<file path="src/rtl/wb_pkg.sv">
// Shared types for the register-file write-port arbiter.
// Long-unit results are buffered as {rd, data} entries.
package wb_pkg;

  localparam int XLEN  = 32;
  localparam int REG_W = 5;

  typedef struct packed {
    logic [REG_W-1:0] rd;
    logic [XLEN-1:0]  data;
  } wb_entry_t;

endpackage

</file>
<file path="src/rtl/wb_fifo.sv">
// Small synchronous FIFO for long-latency results.
// Pointers carry an extra MSB so full and empty can be told apart.
module wb_fifo
  import wb_pkg::*;
#(
  parameter int DEPTH = 2
) (
  input  logic      clk,
  input  logic      rst_n,
  input  logic      push,
  input  wb_entry_t push_data,
  input  logic      pop,
  output wb_entry_t head,
  output logic      full,
  output logic      empty
);

  localparam int AW = $clog2(DEPTH);

  logic [AW:0] wr_ptr;
  logic [AW:0] rd_ptr;
  wb_entry_t   mem [DEPTH];

  // Pointer update; push and pop may coincide at any occupancy.
  always_ff @(posedge clk) begin
    if (!rst_n) begin
      wr_ptr <= '0;
      rd_ptr <= '0;
    end else begin
      if (push) wr_ptr <= wr_ptr + (AW+1)'(1);
      if (pop)  rd_ptr <= rd_ptr + (AW+1)'(1);
    end
  end

  // Storage write; when full, the slot written is the one read out this cycle.
  always_ff @(posedge clk) begin
    if (push) mem[wr_ptr[AW-1:0]] <= push_data;
  end

  assign head  = mem[rd_ptr[AW-1:0]];
  assign empty = (wr_ptr == rd_ptr);
  assign full  = (wr_ptr[AW] != rd_ptr[AW]) &&
                 (wr_ptr[AW-1:0] == rd_ptr[AW-1:0]);

endmodule

</file>
<file path="src/rtl/wb_port_arbiter.sv">
// Shares the register-file write port between pipeline writeback
// and buffered long-latency results, with a destination scoreboard.
module wb_port_arbiter
  import wb_pkg::*;
#(
  parameter int DEPTH   = 2,
  parameter int MAX_OUT = 4
) (
  input  logic             clk,
  input  logic             rst_n,
  input  logic             wb_valid,
  input  logic [REG_W-1:0] wb_rd,
  input  logic [XLEN-1:0]  wb_data,
  output logic             wb_hold,
  input  logic             lu_valid,
  input  logic [REG_W-1:0] lu_rd,
  input  logic [XLEN-1:0]  lu_data,
  output logic             lu_ready,
  input  logic             iss_valid,
  input  logic             iss_long,
  input  logic [REG_W-1:0] iss_rd,
  input  logic [REG_W-1:0] iss_rs1,
  input  logic [REG_W-1:0] iss_rs2,
  output logic             iss_stall,
  output logic             rf_we,
  output logic [REG_W-1:0] rf_waddr,
  output logic [XLEN-1:0]  rf_wdata
);

  localparam int CW = $clog2(MAX_OUT + 1);

  wb_entry_t      head;
  logic           full;
  logic           empty;
  logic           push;
  logic           pop;
  logic           iss_go;
  logic [31:0]    busy;
  logic [31:0]    busy_nxt;
  logic [CW-1:0]  out_cnt;

  wb_fifo #(
    .DEPTH (DEPTH)
  ) u_fifo (
    .clk       (clk),
    .rst_n     (rst_n),
    .push      (push),
    .push_data ({lu_rd, lu_data}),
    .pop       (pop),
    .head      (head),
    .full      (full),
    .empty     (empty)
  );

  // Port selection: a full FIFO preempts WB, then WB, then idle drain.
  always_comb begin
    pop      = 1'b0;
    wb_hold  = 1'b0;
    rf_we    = 1'b0;
    rf_waddr = '0;
    rf_wdata = '0;
    if (!rst_n) begin
      pop = 1'b0;
    end else if (full && wb_valid) begin
      wb_hold = 1'b1;
      pop     = 1'b1;
    end else if (wb_valid && wb_rd != '0) begin
      rf_we    = 1'b1;
      rf_waddr = wb_rd;
      rf_wdata = wb_data;
    end else if (!empty) begin
      pop = 1'b1;
    end
    if (pop && head.rd != '0) begin
      rf_we    = 1'b1;
      rf_waddr = head.rd;
      rf_wdata = head.data;
    end
  end

  // A full FIFO always pops, so a push into it is still accepted.
  assign lu_ready = rst_n && (!full || pop);
  assign push     = lu_valid && lu_ready;

  assign iss_stall = rst_n && iss_valid &&
                     (busy[iss_rs1] || busy[iss_rs2] || busy[iss_rd] ||
                      (iss_long && out_cnt == CW'(MAX_OUT)));
  assign iss_go    = iss_valid && iss_long && !iss_stall;

  // Next scoreboard: a drain clears, a new long issue sets and wins.
  always_comb begin
    busy_nxt = busy;
    if (pop) busy_nxt[head.rd] = 1'b0;
    if (iss_go && iss_rd != '0) busy_nxt[iss_rd] = 1'b1;
    busy_nxt[0] = 1'b0;
  end

  // Scoreboard and outstanding long-op count.
  always_ff @(posedge clk) begin
    if (!rst_n) begin
      busy    <= '0;
      out_cnt <= '0;
    end else begin
      busy <= busy_nxt;
      if (iss_go && !pop)      out_cnt <= out_cnt + CW'(1);
      else if (!iss_go && pop) out_cnt <= out_cnt - CW'(1);
    end
  end

endmodule

</file>
<file path="config.mk">
export PLATFORM = sky130hd
export DESIGN_NAME = wb_port_arbiter
export DESIGN_NICKNAME = d
export VERILOG_FILES = /design/src/rtl/wb_pkg.sv /design/src/rtl/wb_fifo.sv /design/src/rtl/wb_port_arbiter.sv
export SDC_FILE = /design/constraint.sdc
export NUM_CORES = 1
export LEC_CHECK = 0
export ABC_CLOCK_PERIOD_IN_PS = 8950
export CORE_ASPECT_RATIO = 1.75
export CORE_MARGIN = 2
export CORE_UTILIZATION = 54
export DETAILED_ROUTE_END_ITERATION = 10
export GPL_TIMING_DRIVEN = 1
export PLACE_DENSITY = 0.86
export SKIP_CTS_REPAIR_TIMING = 1
export SLEW_MARGIN = 20
export SYNTH_ARGS = -nofsm -noshare
export SYNTH_HDL_FRONTEND = slang
export SYNTH_SLANG_ARGS = --single-unit
export TNS_END_PERCENT = 100
</file>
<file path="constraint.sdc">
create_clock -name clk -period 8.95 [get_ports clk]
set_clock_uncertainty 0.15 [all_clocks]
set_input_delay 0.895 -clock clk [delete_from_list [all_inputs] [get_ports clk]]
set_output_delay 0.895 -clock clk [all_outputs]
set_load 0.1 [all_outputs]
</file>
Word level (Yosys, flattened, before mapping)

Memory sizes are Yosys's and may differ from the RTL's. A register that Yosys moved wholly into a read port is not among the register bits.
Cells that the tools add are included.
W data, S select, Z words.

Output and inout bits: 41
Bits in read-only memories: 0
Memories: 1
Register bits after elaboration: 39
Memory bits (writable): 74
Input bits: 95
Logic and storage cells: 87
Bits in latches: 0

Memories:

| name       | depth | bits a word | read ports | clocked after memory_dff | wr ports | line          | source |
|---|---|---|---|---|---|---|---|
| u_fifo.mem | 2     | 37          | 1          | 1                        | 1        | wb_fifo.sv:22 | `wb_entry_t mem [DEPTH];` |

Multiplexer cells: 36
Multipliers: 0
$lt $le $gt $ge: 6
Bitwise operators: 3
Div/mod/pow operators: 0
Equal/unequal tests: 4
Shift operators: 0
Reductions and logical operators: 28
$add $sub $neg: 4

Operators by type and width:

| operator              | count |
|---|---|
| $mux W32              | 6 |
| $and A32 B32 Y32      | 1 |
| $not A32 Y32          | 1 |
| $or A32 B32 Y32       | 1 |
| $lt A5 B6 Y1 const B  | 4 |
| $mux W5               | 4 |
| $mux W1               | 19 |
| $logic_and A1 B1 Y1   | 16 |
| $bmux W1 S5           | 3 |
| $reduce_bool A5 Y1    | 3 |
| $demux W1 S5          | 2 |
| $ge A5 B1 Y1 const B  | 2 |
| $mux W3               | 2 |
| $add A2 B1 Y2 const B | 2 |
| $logic_not A1 Y1      | 4 |
| $logic_or A1 B1 Y1    | 4 |
| $add A3 B1 Y3 const B | 1 |
| $eq A3 B3 Y1 const B  | 1 |
| $sub A3 B1 Y3 const B | 1 |
| $eq A2 B2 Y1          | 1 |
| $reduce_bool A2 Y1    | 1 |
| $eq A1 B1 Y1          | 1 |
| $ne A1 B1 Y1          | 1 |

Longest topological paths before layout

Word-level depth: 12
Gate-level depth with buffers: 15
Mapped depth without buffers: 12

Hierarchy

From an unflattened synthesis, not the netlist that was laid out.

Cells, all modules: 485
Area total of the unflattened synthesis: 5935.7 um^2

Modules (own cells, without submodules):

| module          | times used | seq. area each (um^2) | cells an instance | area each (um^2) |
|---|---|---|---|---|
| wb_fifo         | 1          | 2322.2                | 138               | 3039.2 |
| wb_port_arbiter | 1          | 680.7                 | 347               | 2896.5 |

Worst setup path before layout

No wires, ideal clock.

Path type: input to output
Start: input port wb_rd[4]
End: output port rf_wdata[0]
Arrival: 4.540 ns
Stages: 6
Path slack: 3.365 ns
Buffers on the path: 1
Cells stage by stage: or4_1 > o21a_1 > o21ai_1 > o211ai_2 > clkbuf_1 > o21ai_0

Cells in the longest elaborated chain, start to end: 7
Elaborated cells on any way between the ends: 10
Those cells by class: mux: 7; reduce/logical: 3

Ends and longest elaborated chain:

| what                  | line                  | source |
|---|---|---|
| from (decl)           | wb_port_arbiter.sv:12 | `input logic [REG_W-1:0] wb_rd,` |
| $reduce_bool A5 Y1 *  | wb_port_arbiter.sv:67 | `end else if (wb_valid && wb_rd != '0) begin` |
| $logic_and A1 B1 Y1 * | wb_port_arbiter.sv:67 |  |
| $mux W1               | wb_port_arbiter.sv:67 |  |
| $mux W1               | wb_port_arbiter.sv:64 | `end else if (full && wb_valid) begin` |
| $mux W1               | wb_port_arbiter.sv:62 | `if (!rst_n) begin` |
| $logic_and A1 B1 Y1   | wb_port_arbiter.sv:74 | `if (pop && head.rd != '0) begin` |
| $mux W32 *            | wb_port_arbiter.sv:74 |  |
| to (decl)             | wb_port_arbiter.sv:27 | `output logic [XLEN-1:0] rf_wdata` |

Every way passes the cells marked *; elsewhere a longest branch is shown, timed or not.

Worst setup path after layout

Start: input port wb_rd[4]
End: output port rf_waddr[0]

Cells in the longest elaborated chain, start to end: 7
Elaborated cells on any way between the ends: 10
Those cells by class: mux: 7; reduce/logical: 3

Ends and longest elaborated chain:

| what                  | line                  | source |
|---|---|---|
| $reduce_bool A5 Y1 *  | wb_port_arbiter.sv:67 |  |
| $logic_and A1 B1 Y1 * | wb_port_arbiter.sv:67 |  |
| $mux W1               | wb_port_arbiter.sv:67 |  |
| $mux W1               | wb_port_arbiter.sv:64 |  |
| $mux W1               | wb_port_arbiter.sv:62 |  |
| $logic_and A1 B1 Y1   | wb_port_arbiter.sv:74 |  |
| $mux W5 *             | wb_port_arbiter.sv:74 |  |
| to (decl)             | wb_port_arbiter.sv:26 | `output logic [REG_W-1:0] rf_waddr,` |

Marked as above.

==> flow_metrics.py <==
metrics = {
    "status": {
        "status": "completed",
    },
    "critical_path": {
        "crit_cells": 8,
        "cp-start-kind": "primary input",
        "path_buf_inv": 3,
        "path_delay_family": "buffers and inverters",
        "cp-startpoint": "wb_rd[4]",
        "r2r_end": "out_cnt[2]$_SDFFE_PN0P_",
        "critPathRequiredTime_ps": 7910,
        "worstSetupEndpoint": "rf_waddr[0]",
        "arrival_ps": 4560,
        "critical_path_class": "in -> out",
        "max_stage_delay_ps": 1230,
        "r2r_start": "busy[24]$_SDFF_PN0_",
        "cp_max_fo": 37,
        "rr_worst_depth": 13,
        "rrSetupSlack_ps": 5460,
        "crit_path_end_kind": "output pin",
        "crit_path_frequent_cell": "clkdlybuf4s50_1",
        "path_cells": "clkdlybuf4s50_1 -> or4_1 -> o21a_1 -> o21ai_1 -> o211ai_2 -> buf_4 -> o21ai_0 -> clkdlybuf4s50_1",
        "slowest_stage": "clkdlybuf4s50_1",
    },
    "sta": {
        "grt_setup_unrepaired": "no",
        "max_freq_mhz": 179,
        "period_share_pct": 62.6,
        "final-setup-viol-count": 0,
        "slew_headroom_pct": 31.0,
        "hold_violations": 0,
        "final.setup.tns_ps": 0,
        "max_slew.worst_pin.slew_ps": 1030,
        "post-route-min-period_ps": 5600,
        "holdWs_ps": 346,
        "setup_ws_ps": 3350,
        "final-max-slew-violation-count": 0,
    },
    "synthesis": {
        "syn_nets": 589,
        "synth-edff-count": 74,
        "syn_area_mm2": 0.00574,
        "synthSimpleGateAreaFrac_pct": 11.1,
        "yosysUniqueCellTypes": 54,
        "synth-seq-cells": 113,
        "synth.avg_cell_area_um2": 11.7,
        "synth_mux_area_share_pct": 14.8,
        "yosysSeqAreaShare_pct": 52.3,
        "synthXorXnorAreaFrac_pct": 1.22,
        "async_flop_share_pct": 0,
        "synth_top_family_by_area": "compound AO/OA/AOI/OAI gates",
        "synthFlopType": "edfxtp_1",
        "yosys_warnings": 0,
        "synth_fa_ha_area_share_pct": 0.566,
        "synthCells": 492,
        "synth_compound_area_share_pct": 15.9,
    },
    "global_route": {
        "antenna_found_initial": 0,
        "grt_use_total_pct": 30.6,
        "grt_pass1_wl_mm": 26.4,
        "grt_max_degree": 59,
        "overflow": 0,
        "grt_pass1_vias": 5223,
    },
    "clocking": {
        "worstSkewPairLatency_ps": 410,
        "cts_buffer_depth": 2,
        "htreeDepth": 4,
        "clkSlewWorstSetupHoldPaths_ps": 50,
        "clock-root-buffer": "clkbuf_16",
        "numClockSinks": 113,
        "cts_tree": "built",
        "cts-buffers-inserted": 17,
    },
    "placed_design": {
        "port_buffers": 135,
        "globalplace.congestion": 0.969,
        "placed_cell_area_mm2": 0.00711,
        "dp_cells": 725,
        "post-place-ws_ps": 3390,
        "hpwl_mm": 11.2,
    },
    "flow_run": {
        "cap_violations": 0,
    },
    "drt": {
        "first_iter_violations": 420,
        "viasPerCell": 6.46,
        "ant_nets": 0,
        "drt_wl_total_mm": 16.6,
        "vias": 4897,
        "drc": 0,
        "wl_per_cell_um": 21.9,
        "drt_pass1_iterations": 5,
    },
    "final_layout": {
        "post-route-util_pct": 75.0,
        "instances_no_fill": 758,
        "fin_nets": 715,
        "syn_to_final_growth_pct": 34.5,
        "fin_area_mm2": 0.00773,
        "n_antenna_cell": 0,
        "drive_above_1_share_pct": 9.67,
        "fillCellCount": 659,
    },
    "die": {
        "rows": 49,
        "die_y_um": 140,
        "die_w_um": 82.0,
        "initial_core_util_pct": 55.8,
        "io_pins": 136,
        "core_mm2": 0.0103,
        "dieArea_mm2": 0.0115,
    },
    "hold_path": {
        "min_path_type": "reg -> reg",
        "hold_start": "out_cnt[2]$_SDFFE_PN0P_",
    },
    "pwr": {
        "powerDensity_mw_per_mm2": 209,
        "leakagePower_nw": 2.57,
        "finalPower_mw": 1.61,
        "ir_drop_mv": 0.159,
    },
}
-- worst min-delay path, stage by stage (launching register included) --
cell and delay [ps]:
dfxtp_1 310, o21ai_0 60, a21boi_0 70
-- registers in the layout (all words and copies together) (netlist names), named ones only --
signal         flops
u_fifo.rd_ptr      2
busy              31
u_fifo.wr_ptr      2
out_cnt            3
u_fifo.mem        74
-- power breakdown --
part	leakage [nW]	internal [mW]	total [mW]	switching [mW]
registers	0.995	0.576	0.587	0.0102
logic	1.28	0.107	0.337	0.230
clock network	0.293	0.460	0.689	0.229
-- cell usage after synthesis (4+ instances only) --
library cell  number  area [µm²]
o211ai_1          32         240
o21ai_0           38         190
nor2b_1           15        93.8
buf_6              7        78.8
nand2b_1           4        25.0
mux4_2            15         338
and3_1             5        31.3
xnor2_1            5        43.8
nor4_1             4        25.0
nand3b_1           5        37.5
nor2_1             9        33.8
o21ai_1            4        20.0
dfxtp_1           39         781
a2111oi_0          6        52.6
inv_1             11        41.3
edfxtp_1          74        2220
o31ai_1           31         233
mux2_2             6        67.6
mux2i_1           42         420
nand3_1            7        35.0
and2_1             5        31.3
clkbuf_1          21        78.8
nand2_1           55         206
a21oi_1            5        25.0
-- placed cells by master (no fill, tap or decap), types with 5 or more instances in the layout --
cell and instances:
clkdlybuf4s50_1 135, edfxtp_1 74, nand2_1 55, mux2i_1 42, o21ai_0 38, dfxtp_1 38
o211ai_1 32, o31ai_1 31, clkbuf_16 17, nor2b_1 15, mux4_2 15, inv_1 11
nand3_1 7, nor2_1 7, mux2_2 6, a2111oi_0 6, xnor2_1 5, nand3b_1 5
a21oi_1 5, and2_1 5, buf_4 5
-- how the worst min path moves through the flow --
stage,cells after the start,end,slack [ps]
global placement,2,out_cnt[2]$_SDFFE_PN0P_,320
CTS,2,out_cnt[2]$_SDFFE_PN0P_,340
detailed placement,2,out_cnt[2]$_SDFFE_PN0P_,340
floorplan,2,out_cnt[2]$_SDFFE_PN0P_,310
global route,2,out_cnt[2]$_SDFFE_PN0P_,380
finish,2,out_cnt[2]$_SDFFE_PN0P_,350
-- cell type report --
class                      count  area, µm²  share of cell area, %
clock buffer                  19        433                   5.60
clock inverter                13        168                   2.17
inverter                      11       41.3                  0.534
multi-input combinational    334       2510                   32.5
sequential                   113       3000                   38.9
tap                          127        159                   2.06
timing repair buffer         141       1410                   18.2
-- layer usage --
metal  GRT usage, %  wire, µm  vias up
li1               -         -     2168
met1           33.7      5830     2372
met2           52.4      8890      280
met3           7.22      1050       77
met4           17.0       831        0
met5              0         0        -
-- kinds of logic (layout without fill, tap and decap cells) --
group,Yosys count,count (layout)
flops,113,113
simple gates,125,125
buf+inv,45,184
compound gates,134,134
xor+xnor,8,8
mux,65,65
fa+ha+maj,2,2
(Power assumes the default switching activity.)
